===== config.mk =====
export PLATFORM = sky130hd
export DESIGN_NAME = cpu_txn_gen_p
export DESIGN_NICKNAME = d
export VERILOG_FILES = /design/src/rtl/cpu_txn_gen_pkg.sv /design/src/rtl/trig_sync_edge.sv /design/src/rtl/cpu_txn_gen_p.sv
export SDC_FILE = /design/constraint.sdc
export NUM_CORES = 1
export LEC_CHECK = 0
export BUFFER_PORTS_ARGS = -buffer_cell sky130_fd_sc_hd__buf_2
export CAP_MARGIN = 20
export CORE_ASPECT_RATIO = 1.5
export CORE_MARGIN = 1.5
export CORE_UTILIZATION = 65
export DETAILED_ROUTE_END_ITERATION = 8
export PLACE_DENSITY_LB_ADDON = 0.05
export SLEW_MARGIN = 5
export SYNTH_ARGS = -nofsm -noshare
export SYNTH_HDL_FRONTEND = slang
export SYNTH_SLANG_ARGS = --single-unit
export TNS_END_PERCENT = 5

===== constraint.sdc =====
create_clock -name clk -period 23.7 [get_ports clk]
set_clock_uncertainty 0.15 [all_clocks]
set_input_delay 5.925 -clock clk [delete_from_list [all_inputs] [get_ports clk]]
set_output_delay 5.925 -clock clk [all_outputs]
set_load 0.01 [all_outputs]

===== src/rtl/cpu_txn_gen_pkg.sv =====
// Shared types and constants for the CPU transaction generator.
// A table entry is packed as {addr, data, wr, chk}, LSB = chk.
package cpu_txn_gen_pkg;

  typedef enum logic [1:0] {
    IDLE  = 2'd0,
    FETCH = 2'd1,
    ISSUE = 2'd2,
    CHECK = 2'd3
  } state_t;

  localparam int ERR_CNT_W     = 8;
  localparam int ENTRY_CTL_W   = 2;
  localparam int ENTRY_WR_BIT  = 1;
  localparam int ENTRY_CHK_BIT = 0;

  function automatic int entry_w(input int addr_w, input int data_w);
    return addr_w + data_w + ENTRY_CTL_W;
  endfunction

  // Table index increment that wraps for non-power-of-two depths.
  function automatic int wrap_inc(input int i, input int depth);
    return (i >= depth - 1) ? 0 : i + 1;
  endfunction

endpackage


===== src/rtl/trig_sync_edge.sv =====
// Two-flop synchroniser for an asynchronous pushbutton plus a one-cycle
// pulse on each rising edge of the synchronised level.
module trig_sync_edge (
  input  logic clk,
  input  logic rst,
  input  logic trig,
  output logic trig_r
);

  logic [2:0] sync_q;

  always_ff @(posedge clk or posedge rst) begin
    if (rst) sync_q <= '0;
    else     sync_q <= {sync_q[1:0], trig};
  end

  assign trig_r = sync_q[1] & ~sync_q[2];

endmodule


===== src/rtl/cpu_txn_gen_p.sv =====
// Programmable CPU transaction generator: replays a loadable table toward the
// cache controller, one entry per trigger or back-to-back in run mode.
//
// state | meaning
// IDLE  | waiting for trigger or run mode; table load allowed
// FETCH | advance idx to the next entry
// ISSUE | cs high until rdy (after min hold) or timeout
// CHECK | compare captured read data, update status
module cpu_txn_gen_p
  import cpu_txn_gen_pkg::*;
#(
  parameter int ADDR_W   = 16,
  parameter int DATA_W   = 8,
  parameter int DEPTH    = 8,
  parameter int CS_HOLD  = 4,
  parameter int TIMEOUT  = 255,
  localparam int IDX_W   = $clog2(DEPTH)
) (
  input  logic                 clk,
  input  logic                 rst,
  input  logic                 trig,
  input  logic                 run_mode,
  input  logic                 ld_en,
  input  logic [IDX_W-1:0]     ld_idx,
  input  logic [ADDR_W-1:0]    ld_addr,
  input  logic [DATA_W-1:0]    ld_data,
  input  logic                 ld_wr,
  input  logic                 ld_chk,
  input  logic                 rdy,
  input  logic [DATA_W-1:0]    din,
  input  logic                 clr,
  output logic [ADDR_W-1:0]    Address,
  output logic [DATA_W-1:0]    DOut,
  output logic                 wr_rd,
  output logic                 cs,
  output logic                 busy,
  output logic [IDX_W-1:0]     idx,
  output logic                 err,
  output logic [ERR_CNT_W-1:0] err_cnt,
  output logic                 tmo
);

  localparam int ENTRY_W  = entry_w(ADDR_W, DATA_W);
  localparam int HOLD_MAX = (CS_HOLD > TIMEOUT) ? CS_HOLD : TIMEOUT;
  localparam int HC_W     = $clog2(HOLD_MAX + 1);

  state_t             state, state_nxt;
  logic               trig_r;
  logic [ENTRY_W-1:0] tbl [DEPTH];
  logic [ENTRY_W-1:0] cur;
  logic               cur_chk;
  logic [HC_W-1:0]    hold_cnt;
  logic [DATA_W-1:0]  rd_q;
  logic               tmo_now;
  logic               hold_ok, tmo_hit, rdy_ok;

  trig_sync_edge u_trig (
    .clk    (clk),
    .rst    (rst),
    .trig   (trig),
    .trig_r (trig_r)
  );

  assign cur     = tbl[idx];
  assign Address = cur[ENTRY_W-1 -: ADDR_W];
  assign DOut    = cur[ENTRY_CTL_W +: DATA_W];
  assign wr_rd   = cur[ENTRY_WR_BIT];
  assign cur_chk = cur[ENTRY_CHK_BIT];

  assign hold_ok = (hold_cnt >= HC_W'(CS_HOLD - 1));
  assign tmo_hit = (TIMEOUT != 0) && (hold_cnt >= HC_W'(TIMEOUT - 1));
  assign rdy_ok  = hold_ok && rdy;

  always_ff @(posedge clk or posedge rst) begin
    if (rst) state <= IDLE;
    else     state <= state_nxt;
  end

  always_comb begin
    state_nxt = state;
    case (state)
      IDLE:    if (run_mode || trig_r) state_nxt = FETCH;
      FETCH:   state_nxt = ISSUE;
      ISSUE:   if (rdy_ok || tmo_hit) state_nxt = CHECK;
      CHECK:   state_nxt = IDLE;
      default: state_nxt = IDLE;
    endcase
  end

  always_comb begin
    cs   = (state == ISSUE);
    busy = (state != IDLE);
  end

  always_ff @(posedge clk or posedge rst) begin
    if (rst) begin
      for (int i = 0; i < DEPTH; i++) tbl[i] <= '0;
    end else if (ld_en && (state == IDLE) && (int'(ld_idx) < DEPTH)) begin
      tbl[ld_idx] <= {ld_addr, ld_data, ld_wr, ld_chk};
    end
  end

  always_ff @(posedge clk or posedge rst) begin
    if (rst) begin
      idx      <= IDX_W'(DEPTH - 1);
      hold_cnt <= '0;
      rd_q     <= '0;
      tmo_now  <= 1'b0;
    end else begin
      if (state == FETCH) idx <= IDX_W'(wrap_inc(int'(idx), DEPTH));
      if (state == ISSUE) begin
        if (hold_cnt != '1) hold_cnt <= hold_cnt + HC_W'(1);
        tmo_now <= tmo_hit && !rdy_ok;
        if (rdy_ok) rd_q <= din;
      end else begin
        hold_cnt <= '0;
      end
    end
  end

  // clr wins over a same-cycle set or increment.
  always_ff @(posedge clk or posedge rst) begin
    if (rst) begin
      err     <= 1'b0;
      err_cnt <= '0;
      tmo     <= 1'b0;
    end else if (clr) begin
      err     <= 1'b0;
      err_cnt <= '0;
      tmo     <= 1'b0;
    end else begin
      if ((state == ISSUE) && tmo_hit && !rdy_ok) tmo <= 1'b1;
      if ((state == CHECK) && !wr_rd && cur_chk && !tmo_now && (rd_q != DOut)) begin
        err <= 1'b1;
        if (err_cnt != '1) err_cnt <= err_cnt + ERR_CNT_W'(1);
      end
    end
  end

endmodule


==> results.json <==
{
  "synth_nets": 833,
  "syn_to_final_growth_pct": 13.0,
  "slew_violations": 0,
  "cp-end-kind": "output pin",
  "vias_per_cell": 6.10,
  "fp.dieW_um": 110,
  "cts.path.max_buffers": 3,
  "synth_ff_type": "dfrtp_1",
  "root_buffer": "clkbuf_16",
  "pwr_density_cell_nw_per_um2": 134,
  "netlist_instances": 779,
  "status": "finished clean",
  "grt-ovfl-total": 0,
  "grt_max_degree": 168,
  "fmax_ghz": 0.109,
  "worstMarginPinSlew_ns": 1.07,
  "core.rowCount": 58,
  "core_area_um2": 16800,
  "grt_pass1_wl_um": 37300,
  "nNetsFinal": 912,
  "setup_viol": 0,
  "ys.warnings.count": 0,
  "rsz0062_at_grt": "no",
  "cp.required_ns": 17.63,
  "postCtsSetupBuffers": 0,
  "ys_seq_elements": 243,
  "dr.pass1.iters": 5,
  "antenna_found_initial": 0,
  "grt_busiest_layer": "met2",
  "fin_crit_sh": 0.386,
  "ctsHoldBuffers": 0,
  "dieArea_um2": 17900,
  "slew_headroom": 0.287,
  "place_congestion": 0.743,
  "final_common_cell": "dfrtp_1",
  "numCtsBuffers": 23,
  "reg2reg_slack_ns": 19.30,
  "die_h_um": 163,
  "use_met1": 0.334,
  "min_path_type": "register to register",
  "synth.distinct_cells": 41,
  "ir_drop_mv": 0.0883,
  "hold_viol": 0,
  "vias": 6608,
  "dp.final_hpwl_um": 14100,
  "grt.total_usage": 0.272,
  "min_from": "u_trig.sync_q[0]$_DFF_PP0_",
  "ys_seq_area_frac": 0.547,
  "io_pins": 84,
  "whs_endpoint": "u_trig.sync_q[1]$_DFF_PP0_",
  "initial_utilization": 0.664,
  "async_reset_ff_frac": 1.00,
  "period_needed_ns": 9.16,
  "r2r_end": "err_cnt[0]$_DFFE_PP0P_",
  "syn_area_per_cell_um2": 14.3,
  "drc": 0,
  "r2r_cells": 8,
  "cts_resized": 0,
  "htree_levels": 1,
  "gr-usage-met3": 0.0375,
  "critical_path_arrival_ns": 3.08,
  "cts_tree": "built",
  "drv_cap": 0,
  "tns_ns": 0,
  "clock-sinks": 243,
  "synth_area_um2": 11100,
  "drt_iter0_markers": 438,
  "min_path_cells": 0,
  "clock_latency_ns": 0.50,
  "antenna_cells": 0,
  "ant_nets": 0,
  "wl_per_cell_um": 21.2,
  "fin_util": 0.750,
  "fillers": 1071,
  "synth_edf_count": 0,
  "fin_cells": 1084,
  "critPathKind": "register to output pin",
  "clkTransAtPathRegs_ns": 0.06,
  "drive_above_1_share": 0.461,
  "grt_pass1_vias": 7309,
  "wl_um": 23000,
  "cp-start-kind": "register",
  "met2_usage": 0.490,
  "placedCellCount": 1042,
  "final_cell_mix": "240 x dfrtp_1, 221 x mux2_2, 83 x buf_2, 58 x nand2_1, 41 x mux4_2",
  "leakage_nw": 5.89,
  "worstReg2RegStart": "idx[0]$_DFFE_PP1N_",
  "portBuffers": 83,
  "worst-path-max-fanout": 43
}
==> state kept, by name, indices dropped and copies added, names as in the netlist <==
signal and cells:
tbl 208, err_cnt 8, hold_cnt 8, rd_q 8, idx 3, u_trig.sync_q 3, state 2, err 1
tmo 1, tmo_now 1
==> synthesized netlist by cell type (6+ instances only) <==
cell,n,area [µm²]
dfrtp_1,240,6010
mux2_2,221,2490
nand2_1,58,218
mux4_2,41,923
mux2i_1,35,350
clkbuf_1,24,90.1
nor2_1,17,63.8
inv_1,16,60.1
o21ai_0,12,60.1
buf_1,10,37.5
ha_1,10,125
nand3_1,8,40.0
a22o_1,6,52.6
or3_1,6,37.5
xor2_1,6,52.6
==> stage by stage <==
| stage | area [µm²] | setup slack, ns | hold WS [ns] | power, mW |
|---|---|---|---|---|
| 3_3_place_gp | 11800 | 15.01 | 0.183 | 1.28 |
| 6_report | 12600 | 14.54 | 0.229 | 1.69 |
| 5_1_grt | 12600 | 14.32 | 0.239 | 1.79 |
| 4_1_cts | 12500 | 14.49 | 0.238 | 1.70 |
| 3_5_place_dp | 11800 | 15.00 | 0.223 | 1.32 |
| 2_1_floorplan | 11100 | 10.96 | 0.181 | 1.14 |
==> area by class of cell <==
class	instances	area, µm²	share of cell area
multi-input cells	479	4850	0.386
inverters	18	75.1	0.00597
well taps	210	263	0.0209
flip-flops and latches	243	6090	0.484
clock buffers	32	659	0.0524
repair buffers	93	510	0.0406
clock inverters	9	124	0.00985
==> metal layers <==
layer	part of all wire	routed length [µm]
met2	0.54	12300
met1	0.41	9360
met4	0.022	496
met5	0	0
met3	0.036	824
==> power breakdown <==
part           leakage [nW]  switching (mW)  internal [mW]
clock                 0.390           0.149          0.227
sequential             3.08           0.120          0.593
combinational          2.42           0.256          0.340
total                  5.89           0.525           1.16
==> worst max-delay path by stage <==
stage / endpoint / slack [ns] / start / cells after the start
floorplan: err$_DFFE_PP0P_ / 10.96 / rst / 1
CTS: DOut[1] / 14.49 / idx[0]$_DFFE_PP1N_ / 5
global placement: Address[0] / 15.01 / idx[0]$_DFFE_PP1N_ / 5
finish: Address[3] / 14.54 / idx[0]$_DFFE_PP1N_ / 5
global route: Address[3] / 14.32 / idx[0]$_DFFE_PP1N_ / 5
detailed placement: Address[0] / 15.00 / idx[0]$_DFFE_PP1N_ / 5
==> logic make-up (layout without fill, tap and decap cells) <==
| group | count (synthesis) | after routing | share of synthesized area |
|---|---|---|---|
| mux | 297 | 297 | 0.338 |
| buf+inv | 57 | 152 | 0.0198 |
| compound gates | 35 | 35 | 0.0206 |
| flops | 243 | 243 | 0.547 |
| xor+xnor | 9 | 9 | 0.00708 |
| fa+ha+maj | 10 | 10 | 0.0112 |
| simple gates | 128 | 128 | 0.0564 |
==> worst max-delay path: stages (launching register included) <==
cell     delay [ns]
dfstp_4        0.97
buf_4          0.72
mux4_2         0.59
nand2_1        0.09
nand2_1        0.06
buf_2          0.14
(Power assumes the default switching activity.)
